===== config.mk =====
export PLATFORM = sky130hd
export DESIGN_NAME = rr_ring_arbiter_flat
export DESIGN_NICKNAME = d
export VERILOG_FILES = /design/src/rtl/rr_ring_arbiter_if.sv /design/src/rtl/rr_ring_arbiter.sv /design/src/flat_wrapper.sv
export SDC_FILE = /design/constraint.sdc
export NUM_CORES = 1
export LEC_CHECK = 0
export BUFFER_PORTS_ARGS = -buffer_cell sky130_fd_sc_hd__buf_2
export CORE_UTILIZATION = 52
export CTS_CLUSTER_SIZE = 16
export DETAILED_ROUTE_END_ITERATION = 16
export PLACE_DENSITY_LB_ADDON = 0.1
export SYNTH_ARGS = -nofsm -noshare
export SYNTH_HDL_FRONTEND = slang
export SYNTH_SLANG_ARGS = --single-unit

===== constraint.sdc =====
create_clock -name clk -period 2.11 [get_ports clk]
set_input_delay 0.1055 -clock clk [delete_from_list [all_inputs] [get_ports clk]]
set_output_delay 0.1055 -clock clk [all_outputs]
set_load 0.01 [all_outputs]

===== src/rtl/rr_ring_arbiter_if.sv =====
// Request/grant bundle for rr_ring_arbiter. With ARB_LOCK_EN defined it also carries
// the lock input.
interface rr_ring_arbiter_if #(
  parameter int N = 3
) ();
  logic [N-1:0] req;
  logic [N-1:0] done;
  logic [N-1:0] gnt;
  logic         busy;
  logic         z1;
`ifdef ARB_LOCK_EN
  logic         lock;

  modport master (output req, output done, output lock, input gnt, input busy, input z1);
  modport slave  (input req, input done, input lock, output gnt, output busy, output z1);
`else
  modport master (output req, output done, input gnt, input busy, input z1);
  modport slave  (input req, input done, output gnt, output busy, output z1);
`endif
endinterface


===== src/rtl/rr_ring_arbiter.sv =====
// Round-robin arbiter with a one-hot rotating priority ring and a per-grant hold timeout.
// Optional feature: define ARB_LOCK_EN to add bus.lock, which suppresses the timeout.
module rr_ring_arbiter #(
  parameter int N        = 3,
  parameter int MAX_HOLD = 4
) (
  input  logic             clk,
  input  logic             reset,
  rr_ring_arbiter_if.slave bus
);

  localparam int HW = $clog2(MAX_HOLD + 1);
  localparam logic [HW-1:0] MAX_HOLD_C = HW'(MAX_HOLD);

  localparam logic [0:0] IDLE  = 1'b0;
  localparam logic [0:0] GRANT = 1'b1;

  logic [0:0]    state_q, state_d;
  logic [N-1:0]  ptr_q, ptr_d;
  logic [N-1:0]  gnt_q, gnt_d;
  logic          busy_q, busy_d;
  logic [HW-1:0] hold_q, hold_d;

  logic [N-1:0]  pick;
  logic [N-1:0]  cand;
  logic          found;
  logic          timeout;
  logic          release_g;

  // Circular scan: rotate the one-hot candidate from ptr upward, first requester wins.
  always_comb begin
    // NOTE: every signal assigned here gets a default first so no latch is inferred.
    pick  = '0;
    found = 1'b0;
    cand  = ptr_q;
    for (int k = 0; k < N; k++) begin
      if (!found && |(cand & bus.req)) begin
        pick  = cand;
        found = 1'b1;
      end
      cand = {cand[N-2:0], cand[N-1]};
    end
  end

`ifdef ARB_LOCK_EN
  assign timeout = (hold_q == MAX_HOLD_C) && !bus.lock;
`else
  assign timeout = (hold_q == MAX_HOLD_C);
`endif

  // Requests and done pulses from non-granted lines are deliberately masked off.
  assign release_g = |(gnt_q & bus.done) || !(|(gnt_q & bus.req)) || timeout;

  always_comb begin
    state_d = state_q;
    ptr_d   = ptr_q;
    gnt_d   = gnt_q;
    busy_d  = busy_q;
    hold_d  = hold_q;
    case (state_q)
      IDLE: begin
        if (|bus.req) begin
          gnt_d   = pick;
          busy_d  = 1'b1;
          hold_d  = HW'(1);
          state_d = GRANT;
        end else begin
          gnt_d  = '0;
          busy_d = 1'b0;
        end
      end
      GRANT: begin
        if (release_g) begin
          gnt_d   = '0;
          busy_d  = 1'b0;
          ptr_d   = {gnt_q[N-2:0], gnt_q[N-1]};
          hold_d  = '0;
          state_d = IDLE;
        end else if (hold_q != MAX_HOLD_C) begin
          // Saturation only matters while lock holds the grant past MAX_HOLD.
          hold_d = hold_q + HW'(1);
        end
      end
      default: begin
        gnt_d   = '0;
        busy_d  = 1'b0;
        hold_d  = '0;
        state_d = IDLE;
      end
    endcase
  end

  // NOTE: state uses non-blocking assignments; the async reset clears gnt without waiting for an edge.
  always_ff @(posedge clk or posedge reset) begin
    if (reset) begin
      state_q <= IDLE;
      ptr_q   <= {{(N-1){1'b0}}, 1'b1};
      gnt_q   <= '0;
      busy_q  <= 1'b0;
      hold_q  <= '0;
    end else begin
      state_q <= state_d;
      ptr_q   <= ptr_d;
      gnt_q   <= gnt_d;
      busy_q  <= busy_d;
      hold_q  <= hold_d;
    end
  end

  assign bus.gnt  = gnt_q;
  assign bus.busy = busy_q;
  assign bus.z1   = |(gnt_q & (gnt_q - {{(N-1){1'b0}}, 1'b1}));

endmodule

===== src/flat_wrapper.sv =====
// flat-port wrapper written by rule: the top's interface ports become plain ports
module rr_ring_arbiter_flat 
#(
  parameter int N        = 3,
  parameter int MAX_HOLD = 4
)
  (clk, reset, bus_req, bus_done, bus_gnt, bus_busy, bus_z1);
  rr_ring_arbiter_if #(.N(N)) bus_i ();
  input  logic clk;
  input  logic reset;
  input wire logic [$bits(bus_i.req)-1:0] bus_req;
  input wire logic [$bits(bus_i.done)-1:0] bus_done;
  output wire logic [$bits(bus_i.gnt)-1:0] bus_gnt;
  output wire logic [$bits(bus_i.busy)-1:0] bus_busy;
  output wire logic [$bits(bus_i.z1)-1:0] bus_z1;
  assign bus_i.req = bus_req;
  assign bus_i.done = bus_done;
  assign bus_gnt = bus_i.gnt;
  assign bus_busy = bus_i.busy;
  assign bus_z1 = bus_i.z1;
  rr_ring_arbiter #(.N(N), .MAX_HOLD(MAX_HOLD)) u_core (.clk(clk), .reset(reset), .bus(bus_i));
endmodule

==> impl_metrics.toml, run 1 <==
[timing]
max_freq_ghz = 0.585
tightest_slew_ps = 477
finalSetupViolCount = 0
period_minus_slack_ps = 1710
hold_viol_final = 0
whs_ps = 271
finClkSkew_ps = 6.57
slew_headroom_pct = 68.2
drv_slew = 0
worst_slack_ps = 400
rsz0062_at_grt = "false"
tns_ps = 0
post-route-period-util_pct = 81.0

[placed_design]
place.detailed.hpwl_um = 1130
placed_cell_area_um2 = 777
gp_congestion = 0.811
port_buffers = 12
placedCellCount = 102
dp_slack_ps = 430

[logic_synthesis]
synth_top_family_by_area = "compound AO/OA/AOI/OAI gates"
yosys.area_share.simple_pct = 19.3
synth_fa_ha_area_share_pct = 4.84
synthArstFlopShare_pct = 100
synth-compound-area-share_pct = 22.6
syn_area_um2 = 724
synthDistinctLibCells = 34
synth_edf_count = 0
ys.flop_type = "dfrtp_1"
synth_area_leaders = "dfrtp_1 35%, mux2_2 4.7%, nor2_1 4.1%"
synth_xor_area_share_pct = 1.21
syn_nets = 90
yosysTopAreaCellShare_pct = 34.5
synth_top_cell_by_area = "dfrtp_1"
ys_seq_area_share_pct = 38.2
ys_ff_latch = 11
syn_area_per_cell_um2 = 9.06
synthMuxAreaShare_pct = 6.04
yosys_warnings = 0
synth_cells = 80

[worst_setup_path]
cp.buffers_inverters = 1
crit_chain = "inv_1, ha_1, a22o_1, o31ai_2, mux2_2"
crit_slowest_cell = "mux2_2"
critical_path_peak_fanout = 5
arrival_ps = 1860
critPathTopFamily = "compound AO/OA/AOI/OAI gates"
cp-end-kind = "flop"
critical-path-max-stage-delay_ps = 380
cp.required_ps = 2260
crit_path_start_kind = "flop"
worstSetupPathType = "flop to flop"

[final_layout]
nFillCells = 130
layout_common_cells = "12 x buf_2, 10 x dfrtp_1, 8 x nor2_1"
nets = 103
seqCellArea_um2 = 277
final_util_pct = 62.5
area_growth_pct = 12.3
drive_gt1_share_pct = 29.3
multiInputGateArea_um2 = 392
final_common_cell = "buf_2"
final_cells = 107
finalInstanceArea_um2 = 813
antenna_cells = 0

[drt]
wl_um = 1580
first_pass_iters = 4
route.detailed.drc = 0
via_count = 608
wl_per_cell_um = 14.7
vias_per_cell = 5.68
drt_iter0_markers = 13
ant_nets = 0

[clock_network]
clk_path_buf_depth = 2
cts.repair.resized = 0
cts_root_buffer = "clkbuf_4"
clock_latency_ps = 270
cts_htree_levels = 1
cts_num_sinks = 11
cts_setup_buffers = 0
cts_tree = "done"
cts.clk_slew.worst_paths_ps = 70
cts_made_buffers = 3

[die]
die_y_um = 39.3
core_mm2 = 0.00130
die-area_mm2 = 0.00155
initial_core_util_pct = 55.7
ios = 13
rows = 13
fp.dieW_um = 39.3

[global_routing]
grt_antenna_before_repair = 0
grt_pass1_wl_um = 2440
grt_pass1_vias = 564
overflow = 0
grt_usage_pct = 24.7
grt_max_degree = 14

[pwr]
power.leakage_nw = 0.362
p_total_uw = 569
irDropWorstVdd_mv = 0.591
p_per_area_mw_per_mm2 = 699

[worst_hold_path]
min_path_type = "input pin to flop"

[status]
status = "complete, no violations"

[run]
maxCapViolCount = 0
## power by group
group / internal (mW) / leakage, nW / switching, mW / total [mW]
sequential: 0.240 / 0.145 / 0.0411 / 0.281
combinational: 0.0758 / 0.203 / 0.0674 / 0.143
clock: 0.0732 / 0.0150 / 0.0709 / 0.144
total: 0.389 / 0.362 / 0.179 / 0.569
## cell usage after synthesis, types with 2 or more instances
master,n
a32o_1,2
nor2_1,8
inv_1,6
o21ai_0,5
nor3_1,2
clkbuf_1,4
ha_1,2
mux2_2,3
a21oi_1,4
nor2b_1,2
a22o_1,2
nand2_1,7
nand2b_1,3
dfrtp_1,10
## final timing paths
check                                      start           endpoint  slack, ps  cells past startpoint
min in group asynchronous                  reset   u_core.hold_q[0]        390                      3
worst min register to register  u_core.hold_q[2]   u_core.hold_q[2]        490                      1
worst min-delay path                  bus_req[0]  u_core.bus.gnt[2]        270                      3
worst max-delay path            u_core.hold_q[0]     u_core.cand[1]        400                      5
max in group asynchronous                  reset     u_core.cand[0]       1390                      3
worst max register to register  u_core.hold_q[0]     u_core.cand[1]        400                      5
## cell type report
type / count / share of cell area (%)
sequential: 11 / 34.0
clock buffer: 4 / 3.23
multi-input combinational: 57 / 48.2
timing repair buffer: 14 / 9.54
inverter: 6 / 2.77
tap: 15 / 2.31
## what timing repair did
action | CTS | global route
hold endpoints to repair | 10 | 0
hold buffers | 1 | 0
endpoints found under the setup margin | 0 | 0
## flip-flops by register name (all words and copies together) (netlist names)
| signal | cells |
|---|---|
| u_core.bus.busy | 1 |
| u_core.bus.gnt | 3 |
| u_core.cand | 3 |
| u_core.hold_q | 3 |
| u_core.state_q | 1 |
## tightest hold or removal path: stages
cell	delay, ps
buf_2	150
o21ai_0	90
a32o_1	160
## routing by layer
metal  up-vias  wire, µm  global-route usage [%]
met5         -         0                       0
met2        14       757                    41.7
li1        307         -                       -
met4         0         0                    5.17
met1       287       743                    29.8
met3         0        76                    9.09
## cell families (layout without fill, tap and decap cells)
kind of cell             count (synthesis)  after routing
AND/OR/NAND/NOR                         27             27
AO/OA/AOI/OAI                           22             22
buffers and inverters                   12             24
flip-flops                              11             11
multiplexers                             4              4
adder cells (fa/ha/maj)                  3              3
XOR/XNOR                                 1              1
Power figures use the tool's default switching activity.
==> inputs of run 2 (changes only) <==
--- a/config.mk
+++ b/config.mk
@@ -5,8 +5,9 @@
 export SDC_FILE = /design/constraint.sdc
 export NUM_CORES = 1
 export LEC_CHECK = 0
+export ABC_AREA = 1
 export BUFFER_PORTS_ARGS = -buffer_cell sky130_fd_sc_hd__buf_2
-export CORE_UTILIZATION = 52
+export CORE_UTILIZATION = 47
 export CTS_CLUSTER_SIZE = 16
 export DETAILED_ROUTE_END_ITERATION = 16
 export PLACE_DENSITY_LB_ADDON = 0.1
==> constraint.sdc (replaced) <==
create_clock -name clk -period 1.4 [get_ports clk]
set_input_delay 0.07 -clock clk [delete_from_list [all_inputs] [get_ports clk]]
set_output_delay 0.07 -clock clk [all_outputs]
set_load 0.01 [all_outputs]
==> impl_metrics.toml, run 2 <==
[status]
status = "complete, no violations"

[worst_setup_path]
worstSetupPathType = "flop to output pin"
path_depth = 2
crit_path_start_kind = "flop"
cp.buffers_inverters = 1
critPathTopFamily = "flip-flops"
rr_worst_depth = 10
cp-end-kind = "output pin"
critical-path-max-stage-delay_ps = 460
cp.required_ps = 1330
crit_chain = "maj3_1, buf_2"
arrival_ps = 1230
crit_slowest_cell = "dfrtp_1"
critical_path_peak_fanout = 6

[drt]
via_count = 654
wl_per_cell_um = 11.8
vias_per_cell = 5.15
drt_iter0_markers = 11
first_pass_iters = 4
ant_nets = 0
wl_um = 1500
route.detailed.drc = 0

[clock_network]
clk_path_buf_depth = 2
cts_root_buffer = "clkbuf_4"
cts_made_buffers = 3
cts_htree_levels = 1
cts_num_sinks = 11
cts_tree = "done"
clock_latency_ps = 270
cts.clk_slew.worst_paths_ps = 80

[logic_synthesis]
synth_edf_count = 0
synthDistinctLibCells = 20
synth_top_cell_by_area = "dfrtp_1"
ys_ff_latch = 11
syn_area_per_cell_um2 = 7.57
syn_area_um2 = 712
ys_seq_area_share_pct = 38.8
synthArstFlopShare_pct = 100
yosys_warnings = 0
synth.most_common_cell = "nand2_1"
synth_commonest_cells = "37 x nand2_1, 12 x nand3_1, 10 x dfrtp_1"
ys.flop_type = "dfrtp_1"
synth_cells = 94
yosysTopAreaCellShare_pct = 35.1
synth_area_leaders = "dfrtp_1 35%, nand2_1 20%, nand3_1 8.4%"
syn_nets = 104

[pwr]
irDropWorstVdd_mv = 1.08
p_per_area_mw_per_mm2 = 1880
share_comb_of_total_power_pct = 48.7
p_clk_share_pct = 14.2
power.leakage_nw = 0.449
seqPwrFrac_pct = 37.0
p_total_mw = 1.57
p_int_uw = 824
switching_share_pct = 47.6
p_sw_uw = 749

[timing]
finClkSkew_ps = 2.56
period_minus_slack_ps = 1300
rsz0062_at_grt = "true"
drv_slew = 0
post-route-period-util_pct = 93.1
tightest_slew_ps = 407
finalSetupViolCount = 0
hold_viol_final = 0
max_freq_ghz = 0.767
slew_headroom_pct = 72.6

[run]
maxCapViolCount = 0

[placed_design]
port_buffers = 12
place.detailed.hpwl_um = 1120
gp_congestion = 0.752

[die]
rows = 13
ios = 13
fp.dieW_um = 40.9
die_y_um = 40.9
core_mm2 = 0.00135
die-area_mm2 = 0.00167
initial_core_util_pct = 52.7

[final_layout]
antenna_cells = 0
final_common_cell = "nand2_1"
final_util_pct = 62.1
nets = 123
nFillCells = 114
area_growth_pct = 17.8
layout_common_cells = "37 x nand2_1, 12 x nand3_1, 12 x buf_2"
drive_gt1_share_pct = 27.7

[worst_hold_path]
min_path_type = "input pin to flop"
hold-path-cell-count = 3

[global_routing]
grt_usage_pct = 21.1
grt_max_degree = 12
grt_pass1_vias = 512
grt_antenna_before_repair = 0
overflow = 0
grt_pass1_wl_um = 2170
## run 2: power groups by stage
stage / logic [mW] / clock network (mW) / registers, mW
global route: 0.876 / 0.246 / 0.596
floorplan: 0.549 / 0 / 0.568
CTS: 0.738 / 0.231 / 0.580
detailed placement: 0.731 / 0 / 0.586
finish: 0.766 / 0.224 / 0.583
global placement: 0.725 / 0 / 0.582
## run 2: through the flow
step	cells	TNS (ps)	hold slack, ps	setup WS (ps)	instance area, µm²
floorplan	94	0	-78.3	217	712
global placement	121	0	77.8	150	791
detailed placement	121	0	83.0	114	791
CTS	126	0	150	93.9	828
global route	127	-2.45	174	-2.45	838
finish	127	0	159	96.3	838
## run 2: area by class of cell
cell class / instances / area (µm²) / area share (%)
Multi-Input combinational cell: 74 / 402 / 47.9
Sequential cell: 11 / 277 / 33.0
Timing Repair Buffer: 14 / 77.6 / 9.25
Inverter: 9 / 36.3 / 4.33
Clock buffer: 3 / 22.5 / 2.69
Tap cell: 15 / 18.8 / 2.24
Clock inverter: 1 / 5.00 / 0.597
## run 2: logic make-up (layout without fill, tap and decap cells)
family | Yosys count | after routing | share of synthesized area, %
fa+ha+maj | 3 | 3 | 4.92
compound gates | 4 | 4 | 3.16
flops | 11 | 11 | 38.8
xor+xnor | 1 | 1 | 1.23
simple gates | 66 | 66 | 47.1
buf+inv | 9 | 27 | 4.74
## run 2: path summary, 6_finish.rpt
kind / end / slack (ps) / start
max: bus_z1 / 100 / u_core.bus.gnt[0]
min: u_core.state_q / 160 / bus_req[2]
max reg2reg: u_core.cand[2] / 130 / u_core.hold_q[1]
min reg2reg: u_core.hold_q[1] / 530 / u_core.hold_q[1]
max in group asynchronous: u_core.cand[0] / 760 / reset
min in group asynchronous: u_core.cand[1] / 320 / reset
## run 2: timing repair
| action | CTS | global route |
|---|---|---|
| gates resized for setup | 0 | 1 |
| setup buffers | 0 | 1 |
| endpoints found under the setup margin | 0 | 5 |
| hold buffers | 1 | 0 |
| hold endpoints to repair | 10 | 0 |
## run 2: routing by layer
| metal | vias to the layer above | track usage [%] | share of wire (%) |
|---|---|---|---|
| li1 | 339 | - | - |
| met1 | 289 | 28.9 | 51 |
| met2 | 22 | 28.9 | 42 |
| met3 | 4 | 9.78 | 6.7 |
| met4 | 0 | 7.50 | 0.73 |
| met5 | - | 0 | 0 |
## run 2: worst reg2reg max path, stage by stage (launching register included)
cell and delay [ps]:
dfrtp_1 380, inv_1 50, ha_1 170, nand2_1 60, nand2_1 40, nor2_1 100, nand2_2 90, nand2_2 90
inv_4 60, nand2_1 50, o21ai_1 70
==> inputs of run 3 (changes only) <==
--- a/config.mk
+++ b/config.mk
@@ -7,8 +7,9 @@
 export LEC_CHECK = 0
 export ABC_AREA = 1
 export BUFFER_PORTS_ARGS = -buffer_cell sky130_fd_sc_hd__buf_2
-export CORE_UTILIZATION = 47
-export CTS_CLUSTER_SIZE = 16
+export CORE_UTILIZATION = 50
+export CTS_BUF_LIST = sky130_fd_sc_hd__clkbuf_4
+export CTS_CLUSTER_SIZE = 12
 export DETAILED_ROUTE_END_ITERATION = 16
 export PLACE_DENSITY_LB_ADDON = 0.1
 export SYNTH_ARGS = -nofsm -noshare
==> impl_metrics.toml, run 3 (synthesis gave the netlist of run 2 again) <==
[placed_design]
placedCellCount = 121
gp_congestion = 0.845
port_buffers = 12
place.detailed.hpwl_um = 1090

[global_routing]
met1_usage_pct = 31.0
grt_usage_pct = 22.1
grt_max_degree = 12
overflow = 0
grt_pass1_vias = 538
grt_pass1_wl_um = 2200
grt_antenna_before_repair = 0
busiest_layer = "met2"
use_met3_pct = 8.52
use_met2_pct = 31.6

[worst_setup_path]
worstSetupPathType = "flop to output pin"
critical_path_peak_fanout = 6
crit_slowest_cell = "dfrtp_1"
cp.required_ps = 1330
cp.buffers_inverters = 1
cp-end-kind = "output pin"
critPathTopFamily = "flip-flops"
critical-path-max-stage-delay_ps = 450
crit_path_start_kind = "flop"
arrival_ps = 1230
crit_chain = "maj3_1, buf_2"
reg2reg_from = "u_core.hold_q[0]"
timing.rr.end = "u_core.cand[2]"
rr_worst_depth = 10
reg2reg_slack_ps = 130

[clock_network]
cts_tree = "done"
cts_root_buffer = "clkbuf_4"
cts.clk_slew.worst_paths_ps = 70
clk_path_buf_depth = 2
clock_latency_ps = 260
cts_num_sinks = 11
cts_made_buffers = 3
cts_setup_buffers = 0
cts_htree_levels = 1

[timing]
drv_slew = 0
whs_ps = 162
period_minus_slack_ps = 1300
tns_ps = 0
slew_headroom_pct = 73.0
max_freq_ghz = 0.769
post-route-period-util_pct = 92.9
hold_viol_final = 0
finClkSkew_ps = 2.26
finalSetupViolCount = 0
rsz0062_at_grt = "false"
tightest_slew_ps = 401

[final_layout]
final_cells = 126
area_growth_pct = 16.7
nFillCells = 123
drive_gt1_share_pct = 27.9
nets = 122
layout_common_cells = "37 x nand2_1, 12 x nand3_1, 12 x buf_2"
final_common_cell = "nand2_1"
antenna_cells = 0

[drt]
drt_iter0_markers = 20
via_count = 657
ant_nets = 0
wl_um = 1390
vias_per_cell = 5.21
wl_per_cell_um = 11.1
route.detailed.drc = 0
first_pass_iters = 4

[run]
maxCapViolCount = 0

[die]
die-area_mm2 = 0.00158
die_y_um = 39.7
rows = 13
core_mm2 = 0.00132
initial_core_util_pct = 54.0
fp.dieW_um = 39.7
ios = 13

[worst_hold_path]
hold-path-cell-count = 3
min_path_type = "input pin to flop"
min_to = "u_core.state_q"
hp-start = "bus_req[2]"

[pwr]
p_per_area_mw_per_mm2 = 1830
p_total_mw = 1.52
irDropWorstVdd_mv = 1.15
power.leakage_nw = 0.445

[status]
status = "complete, no violations"
run 3: how the worst max path moves through the flow:
stage,end,start,cells after the start,slack (ps)
2_1_floorplan,u_core.cand[2],u_core.hold_q[0],10,220
3_3_place_gp,u_core.cand[2],u_core.hold_q[0],10,140
3_5_place_dp,u_core.cand[2],u_core.hold_q[0],10,120
4_1_cts,bus_z1,u_core.bus.gnt[2],2,100
5_1_grt,u_core.cand[2],u_core.hold_q[1],10,20
6_report,bus_z1,u_core.bus.gnt[2],2,100
run 3: per-layer routing:
metal	routed length, µm	vias up
li1	-	334
met1	700	301
met2	599	22
met3	94	0
met4	0	0
met5	0	-
run 3: repair_timing:
| action | in CTS | in global routing |
|---|---|---|
| resized for setup | 0 | 1 |
| hold buffers | 1 | 0 |
| hold endpoints to repair | 10 | 0 |
| setup endpoints to repair | 0 | 1 |
run 3: per-stage QoR:
step           util, %  area (µm²)  setup slack, ps
6_report          63.1         831             99.9
5_1_grt           63.1         831             18.6
4_1_cts           62.9         828             97.8
3_5_place_dp      60.0         791              116
3_3_place_gp      60.0         791              141
2_1_floorplan        -         712              217
run 3: where the power goes:
group | leakage, nW | switching (mW) | internal, mW
clock | 0.0177 | 0.103 | 0.106
combinational | 0.283 | 0.468 | 0.264
sequential | 0.144 | 0.146 | 0.435
total | 0.445 | 0.716 | 0.805
run 3: layout make-up:
class / count / area, µm² / share of cell area (%)
clock buffers: 3 / 22.5 / 2.71
clock inverters: 1 / 5.00 / 0.602
inverters: 9 / 33.8 / 4.07
multi-input cells: 74 / 404 / 48.6
flip-flops and latches: 11 / 277 / 33.3
well taps: 15 / 18.8 / 2.26
repair buffers: 13 / 70.1 / 8.43
run 3: worst reg2reg max path, stage by stage (launching register included):
cell     delay [ps]
dfrtp_1         350
inv_1            70
ha_1            190
nand2_1          60
nand2_1          50
nor2_2           90
nand2_2          80
nand2_2          80
inv_2            80
nand2_1          60
o21ai_1          60
